$ cat config.mk
export PLATFORM = sky130hd
export DESIGN_NAME = stack_xfer_seq
export DESIGN_NICKNAME = d
export VERILOG_FILES = /design/src/rtl/stack_xfer_seq.sv
export SDC_FILE = /design/constraint.sdc
export NUM_CORES = 1
export LEC_CHECK = 0
export ABC_CLOCK_PERIOD_IN_PS = 2250
export CAP_MARGIN = 20
export CORE_UTILIZATION = 34
export DETAILED_ROUTE_END_ITERATION = 8
export PLACE_DENSITY = 0.85
export SETUP_SLACK_MARGIN = 0.05
export SKIP_LAST_GASP = 1
export SLEW_MARGIN = 20
export SYNTH_ARGS = -nofsm -noshare
export SYNTH_HDL_FRONTEND = slang
export SYNTH_SLANG_ARGS = --single-unit
$ cat constraint.sdc
create_clock -name clk_in -period 2.25 [get_ports clk_in]
set_clock_uncertainty 0.2 [all_clocks]
set_input_delay 0.45 -clock clk_in [delete_from_list [all_inputs] [get_ports clk_in]]
set_output_delay 0.45 -clock clk_in [all_outputs]
set_load 0.01 [all_outputs]
$ cat src/rtl/stack_xfer_seq.sv
// stack_xfer_seq: sequences multi-register stack push/pull transfers over a req/ack memory port
module stack_xfer_seq #(
  parameter int ACK_TIMEOUT = 0
) (
  input  logic        clk_in,
  input  logic        reset,
  input  logic        start,
  input  logic        is_pull,
  input  logic        stack_s,
  input  logic [7:0]  postbyte,
  input  logic [15:0] reg_su,
  input  logic [15:0] path_left_data,
  output logic [3:0]  path_left_addr,
  output logic        use_s,
  output logic        dec_su,
  output logic        inc_su,
  output logic        write_reg,
  output logic [3:0]  write_reg_addr,
  output logic [15:0] data_w,
  output logic        mem_req,
  output logic        mem_we,
  output logic [15:0] mem_addr,
  output logic [7:0]  mem_wdata,
  input  logic [7:0]  mem_rdata,
  input  logic        mem_ack,
  output logic        busy,
  output logic        done,
  output logic        err
);
  typedef enum logic [2:0] {IDLE, SCAN, DEC, WR, RD, INC, WB, FIN} state_t;
  state_t state, state_n;
  logic [7:0] mask;
  logic [2:0] cur, pick;
  logic [3:0] code;
  logic [15:0] hold;
  logic [31:0] timer;
  logic pull, second, wide, more, timeout;
  always_comb begin
    pick = 3'd0;
    for (int i = 0; i < 8; i++) begin
      if (!pull && mask[3'(i)]) pick = 3'(i);
      if (pull && mask[3'(7 - i)]) pick = 3'(7 - i);
    end
  end
  always_comb begin
    code = cur == 3'd7 ? 4'd5 :
           cur == 3'd6 ? (use_s ? 4'd3 : 4'd4) :
           cur == 3'd5 ? 4'd2 :
           cur == 3'd4 ? 4'd1 :
           cur == 3'd3 ? 4'd11 :
           cur == 3'd2 ? 4'd9 :
           cur == 3'd1 ? 4'd8 : 4'd10;
    wide = cur[2];
    more = wide && !second;
    timeout = (ACK_TIMEOUT > 0) && mem_req && !mem_ack && timer == 32'(ACK_TIMEOUT - 1);
  end
  always_comb begin
    state_n = state;
    case (state)
      IDLE: state_n = start ? SCAN : IDLE;
      SCAN: state_n = mask == 8'h00 ? FIN : pull ? RD : DEC;
      DEC:  state_n = WR;
      WR:   state_n = timeout ? IDLE : mem_ack ? (more ? DEC : SCAN) : WR;
      RD:   state_n = timeout ? IDLE : mem_ack ? INC : RD;
      INC:  state_n = more ? RD : WB;
      WB:   state_n = SCAN;
      FIN:  state_n = IDLE;
    endcase
  end
  always_comb begin
    busy = state != IDLE;
    dec_su = state == DEC;
    inc_su = state == INC;
    mem_req = state == WR || state == RD;
    mem_we = state == WR;
    mem_addr = mem_req ? reg_su : 16'h0000;
    mem_wdata = mem_we ? (second ? path_left_data[15:8] : path_left_data[7:0]) : 8'h00;
    path_left_addr = (state == DEC || state == WR) ? code : 4'd0;
    write_reg = state == WB;
    write_reg_addr = write_reg ? code : 4'd0;
    data_w = write_reg ? hold : 16'h0000;
  end
  always_ff @(posedge clk_in) begin
    if (reset) begin
      state <= IDLE;
      mask <= 8'h00;
      pull <= 1'b0;
      use_s <= 1'b0;
      cur <= 3'd0;
      second <= 1'b0;
      hold <= 16'h0000;
      timer <= 32'd0;
      done <= 1'b0;
      err <= 1'b0;
    end else begin
      state <= state_n;
      done <= state == FIN;
      err <= timeout;
      timer <= (mem_req && !mem_ack) ? timer + 32'd1 : 32'd0;
      if (state == IDLE && start) begin
        mask <= postbyte;
        pull <= is_pull;
        use_s <= stack_s;
      end
      if (state == SCAN) begin
        cur <= pick;
        second <= 1'b0;
        hold <= 16'h0000;
        mask[pick] <= 1'b0;
      end
      if (((state == WR && mem_ack) || state == INC) && wide) second <= 1'b1;
      if (state == RD && mem_ack) begin
        if (more) hold[15:8] <= mem_rdata;
        else hold[7:0] <= mem_rdata;
      end
    end
  end
endmodule

==> impl_metrics.json, run 1 <==
{
  "syn_inst": 177,
  "cts_tree": "yes",
  "finalHoldViolations": 0,
  "most-common-layout-cells": "50 x clkdlybuf4s50_1, 30 x nor2_1, 20 x dfxtp_1",
  "nets": 331,
  "final_common_cell": "clkdlybuf4s50_1",
  "r2r_end": "hold[4]",
  "ir_worst_vdd_uv": 247,
  "crit_family": "buffers and inverters",
  "hold_end": "hold[6]",
  "crit_path_end_kind": "output pin",
  "synth_area_mm2": 0.00144,
  "cp.arrival_ns": 1.50,
  "die_w_um": 67.2,
  "drive_above_1_share": 0.201,
  "startpoint_type": "flip-flop",
  "cts_buffer_depth": 2,
  "synth.ff_latch_count": 24,
  "worstPathRequired_ns": 1.60,
  "dp_hpwl_um": 2960,
  "worstMarginPinSlew_ns": 0.557,
  "drt_wl_total_um": 3910,
  "drtAntennaViolNets": 0,
  "clkTransAtPathRegs_ns": 0.09,
  "critPathKind": "flip-flop to output pin",
  "clock-root-buffer": "clkbuf_8",
  "final-setup-viol-count": 0,
  "dp_cells": 316,
  "drt_iter0_markers": 27,
  "antenna_found_initial": 0,
  "status": "completed",
  "hp-class": "flip-flop to flip-flop",
  "critPathBufInv": 4,
  "r2r_start": "state[1]",
  "path_cells": "nand2b_4, inv_2, and2_4, a21oi_4, clkbuf_16, buf_6, nor2b_1, buf_2",
  "antenna-diode-count": 0,
  "vias": 1535,
  "grtUsageTotal": 0.163,
  "yosysSeqAreaShare": 0.333,
  "rr_worst_depth": 5,
  "hp-start": "hold[6]",
  "holdPathStages": 2,
  "worst-path-max-fanout": 8,
  "synthTopCellsByArea": "dfxtp_1 33%, nor2b_1 8.2%, nor2_1 7.8%",
  "drc": 0,
  "insertion_delay_ns": 0.27,
  "fin_crit_ns": 2.15,
  "maxSlewViolCount": 0,
  "powerDensity_mw_per_mm2": 472,
  "rsz0062_at_grt": "true",
  "cap_violations": 0,
  "io_pins": 111,
  "synth_top_area_share": 0.333,
  "ys_warn_count": 0,
  "htree_num_levels": 1,
  "ctsHoldBuffers": 0,
  "slew_headroom": 0.623,
  "avgRoutedWirePerCell_um": 12.1,
  "globalplace.congestion": 0.812,
  "portBuffers": 91,
  "yosysUniqueCellTypes": 37,
  "critical_path.max_stage_delay_ns": 0.35,
  "dr.pass1.iters": 4,
  "final_cells": 324,
  "synth.avg_cell_area_um2": 8.16,
  "core_area_mm2": 0.00403,
  "grt_max_degree": 17,
  "grt_pass1_wl_um": 5530,
  "numClockSinks": 24,
  "synth.largest_area_cell": "dfxtp_1",
  "die-area_mm2": 0.00451,
  "viasPerCell": 4.74,
  "reg2reg_slack_ns": 0.44,
  "fmax_mhz": 464,
  "leakage_nw": 1.18,
  "fin_setup_tns_ns": 0,
  "final.period_utilization": 0.957,
  "grt_pass1_vias": 1286,
  "area_delta_synth_final_pct": 69.7,
  "die_h_um": 67.2,
  "grt_overflow_total": 0,
  "rows": 23,
  "start_util": 0.358,
  "slowest_stage": "dfxtp_2",
  "numCtsBuffers": 3
}
## stage by stage
stage	cell area (µm²)	worst slack (ns)	hold slack, ns	util	total power, W
4_1_cts	2460	0.0326	0.307	0.610	0.00116
3_5_place_dp	2400	-0.0113	0.282	0.596	0.000781
6_report	2450	0.0963	0.297	0.608	0.00116
2_1_floorplan	1480	0.365	0.257	-	0.000645
3_3_place_gp	2400	-0.00559	0.270	0.596	0.000775
5_1_grt	2450	0.00156	0.327	0.608	0.00122
## final cells by class
type	count	area [µm²]
clock buffer	3	41.3
clock inverter	1	30.0
fill	377	1580
inverter	5	18.8
multi-input combinational	134	851
sequential	24	485
tap	50	62.6
timing repair buffer	107	961
## power by group
group | switching (W) | total, W | internal [W]
Combinational | 0.000135 | 0.000310 | 0.000176
Clock | 0.000139 | 0.000377 | 0.000238
Sequential | 0.0000198 | 0.000468 | 0.000449
Total | 0.000293 | 0.00116 | 0.000862
## routing by layer
metal / GRT usage / share of wire
met5: 0 / 0
met1: 0.174 / 0.40
met4: 0.0745 / 0.014
met2: 0.304 / 0.50
met3: 0.0321 / 0.092
## worst max-delay path by stage
stage | startpoint | endpoint | cells after the start
finish | state[2] | mem_addr[5] | 8
global placement | reg_su[5] | mem_addr[5] | 3
global route | state[2] | mem_addr[6] | 8
floorplan | state[2] | mem_addr[10] | 6
CTS | state[2] | mem_addr[12] | 7
detailed placement | state[2] | mem_addr[12] | 6
## cell usage after synthesis
master / number
nor2_1: 30
dfxtp_1: 24
nor2b_1: 19
buf_4: 12
and2_1: 11
mux2i_1: 10
a22oi_1: 8
and3_1: 8
buf_2: 6
clkbuf_1: 5
inv_1: 5
a211oi_1: 4
a21oi_1: 3
nand2b_1: 3
nor3_2: 3
o21ai_0: 3
ha_1: 2
nand2_1: 2
a2111oi_0: 1
a21oi_2: 1
a21oi_4: 1
a2bb2oi_1: 1
and3b_1: 1
buf_1: 1
conb_1: 1
nand2_4: 1
nand3_1: 1
nand3b_1: 1
nor3_1: 1
nor3b_1: 1
nor4_1: 1
nor4bb_1: 1
o21a_1: 1
o21bai_1: 1
o221a_2: 1
o31ai_1: 1
or3b_1: 1
## state kept, by name, summed over array words and instances, names as in the netlist
name and flops:
state 3, done 1, pull 1, use_s 1, cur 2, hold 8
mask 8
## kinds of logic (layout without fill, tap and decap cells)
family / count (synthesis) / count (layout) / synth area share
buffers and inverters: 29 / 116 / 0.112
AND/OR/NAND/NOR: 85 / 85 / 0.330
other: 1 / 11 / 0.00260
adder cells (fa/ha/maj): 2 / 2 / 0.0173
flip-flops: 24 / 24 / 0.333
AO/OA/AOI/OAI: 26 / 26 / 0.136
multiplexers: 10 / 10 / 0.0693
## what timing repair did
item,in CTS,in global routing
endpoints found under the setup margin,41,31
gates cloned,0,1
setup buffers,2,1
resized for setup,51,49
pin swaps,1,0
## worst min-delay path: stages (launching register included)
cell     delay, ns
dfxtp_1       0.33
a22oi_1       0.06
nor2_1        0.08
No activity file was read; power rests on OpenSTA's default activity.
==> inputs of run 2 (changes only) <==
--- a/config.mk
+++ b/config.mk
@@ -7,6 +7,7 @@
 export LEC_CHECK = 0
 export ABC_CLOCK_PERIOD_IN_PS = 2250
 export CAP_MARGIN = 20
+export CORE_MARGIN = 2
 export CORE_UTILIZATION = 34
 export DETAILED_ROUTE_END_ITERATION = 8
 export PLACE_DENSITY = 0.85
==> run 2 against run 1 <==
Largest power group unchanged. Cell area is the same. Count of clock-buffer cells in the layout is the same. Hold slack gained 0.0038 ns. Critical path depth shrank 3. Total power shrank 0.34%.
==> impl_metrics.json, run 2 (same netlist as run 1, synthesis figures left out) <==
{
  "status": "completed",
  "grtUsageMet2": 0.263,
  "final_common_cell": "clkdlybuf4s50_1",
  "ctsHoldBuffers": 0,
  "leakage_nw": 1.20,
  "maxSlewViolCount": 0,
  "final_util": 0.604,
  "dr.pass1.iters": 4,
  "drtAntennaViolNets": 0,
  "nets": 331,
  "grt_pass1_vias": 1405,
  "grtUsageTotal": 0.160,
  "finalHoldViolations": 0,
  "area_delta_synth_final_pct": 69.7,
  "most-common-layout-cells": "50 x clkdlybuf4s50_1, 29 x nor2_1, 22 x dlygate4sd2_1",
  "insertion_delay_ns": 0.27,
  "rows": 23,
  "final-setup-viol-count": 0,
  "drt_wl_total_um": 3860,
  "cts_buffer_depth": 2,
  "startpoint_type": "flip-flop",
  "vias": 1531,
  "drive_above_1_share": 0.175,
  "worst-path-max-fanout": 13,
  "globalplace.congestion": 0.816,
  "antenna-diode-count": 0,
  "drc": 0,
  "cap_violations": 0,
  "grt_max_degree": 15,
  "gr-max-usage-layer": "met2",
  "die_h_um": 69.2,
  "portBuffers": 91,
  "dp_hpwl_um": 3040,
  "grt_pass1_wl_um": 6420,
  "start_util": 0.356,
  "clock-root-buffer": "clkbuf_8",
  "cp.arrival_ns": 1.53,
  "htree_num_levels": 1,
  "fmax_mhz": 459,
  "rsz0062_at_grt": "true",
  "final.period_utilization": 0.968,
  "powerDensity_mw_per_mm2": 470,
  "grtUsageMet3": 0.0482,
  "antenna_found_initial": 0,
  "crit_path_end_kind": "output pin",
  "clkTransAtPathRegs_ns": 0.08,
  "fin_ws_ns": 0.0715,
  "grt_overflow_total": 0,
  "reg_top3": "hold x8, mask x8, state x3",
  "numClockSinks": 24,
  "cts_tree": "yes",
  "core_area_mm2": 0.00406,
  "pre_cts_slack_ns": -0.0175,
  "avgRoutedWirePerCell_um": 11.9,
  "drt_iter0_markers": 39,
  "die-area_mm2": 0.00478,
  "fin_crit_ns": 2.18,
  "io_pins": 111,
  "numCtsBuffers": 3,
  "worstPathRequired_ns": 1.60,
  "ir_worst_vdd_uv": 367,
  "hp-class": "flip-flop to flip-flop",
  "die_w_um": 69.2,
  "use_met1": 0.198,
  "critPathKind": "flip-flop to output pin",
  "viasPerCell": 4.73
}
-- run 2: worst paths after layout --
| path | from | end | depth (start not counted) | slack (ns) |
|---|---|---|---|---|
| worst max-delay path | state[2] | data_w[1] | 5 | 0.07 |
| worst min-delay path | hold[3] | hold[3] | 2 | 0.30 |
| worst max register to register | state[0] | state[1] | 4 | 0.52 |
| worst min register to register | hold[3] | hold[3] | 2 | 0.30 |
-- run 2: stage by stage --
stage / std cells / setup TNS, ns / area, µm² / power (W) / hold WS, ns
global route: 324 / 0 / 2450 / 0.00121 / 0.331
finish: 324 / 0 / 2450 / 0.00115 / 0.301
CTS: 324 / -0.0809 / 2450 / 0.00116 / 0.306
global placement: 316 / 0 / 2400 / 0.000775 / 0.269
floorplan: 187 / 0 / 1480 / 0.000645 / 0.257
detailed placement: 316 / -0.0790 / 2400 / 0.000780 / 0.284
-- run 2: worst max-delay path: stages (launching register included) --
cell and delay (ns):
dfxtp_2 0.33, buf_6 0.14, and3b_1 0.20, buf_4 0.16, and2_1 0.15, dlygate4sd2_1 0.28
-- run 2: area by class of cell --
class	instances	area, µm²
inverter	5	18.8
fill	369	1610
tap	50	62.6
timing repair buffer	107	960
sequential	24	485
clock buffer	3	41.3
clock inverter	1	30.0
multi-input combinational	134	852
-- run 2: per-layer routing --
layer	wire length, µm	share of wire
met5	0	0
met1	1610	0.42
met4	47	0.012
met2	1850	0.48
met3	354	0.092
-- run 2: timing repair --
action	4_1_cts	5_1_grt
setup endpoints to repair	42	31
resized for setup	65	22
buffers inserted	4	0
-- run 2: where the power goes --
group,leakage [nW],switching (W),internal (W),total [W]
clock,0.0357,0.000141,0.000238,0.000379
combinational,0.970,0.000133,0.000171,0.000304
sequential,0.197,0.0000192,0.000449,0.000468
total,1.20,0.000293,0.000858,0.00115
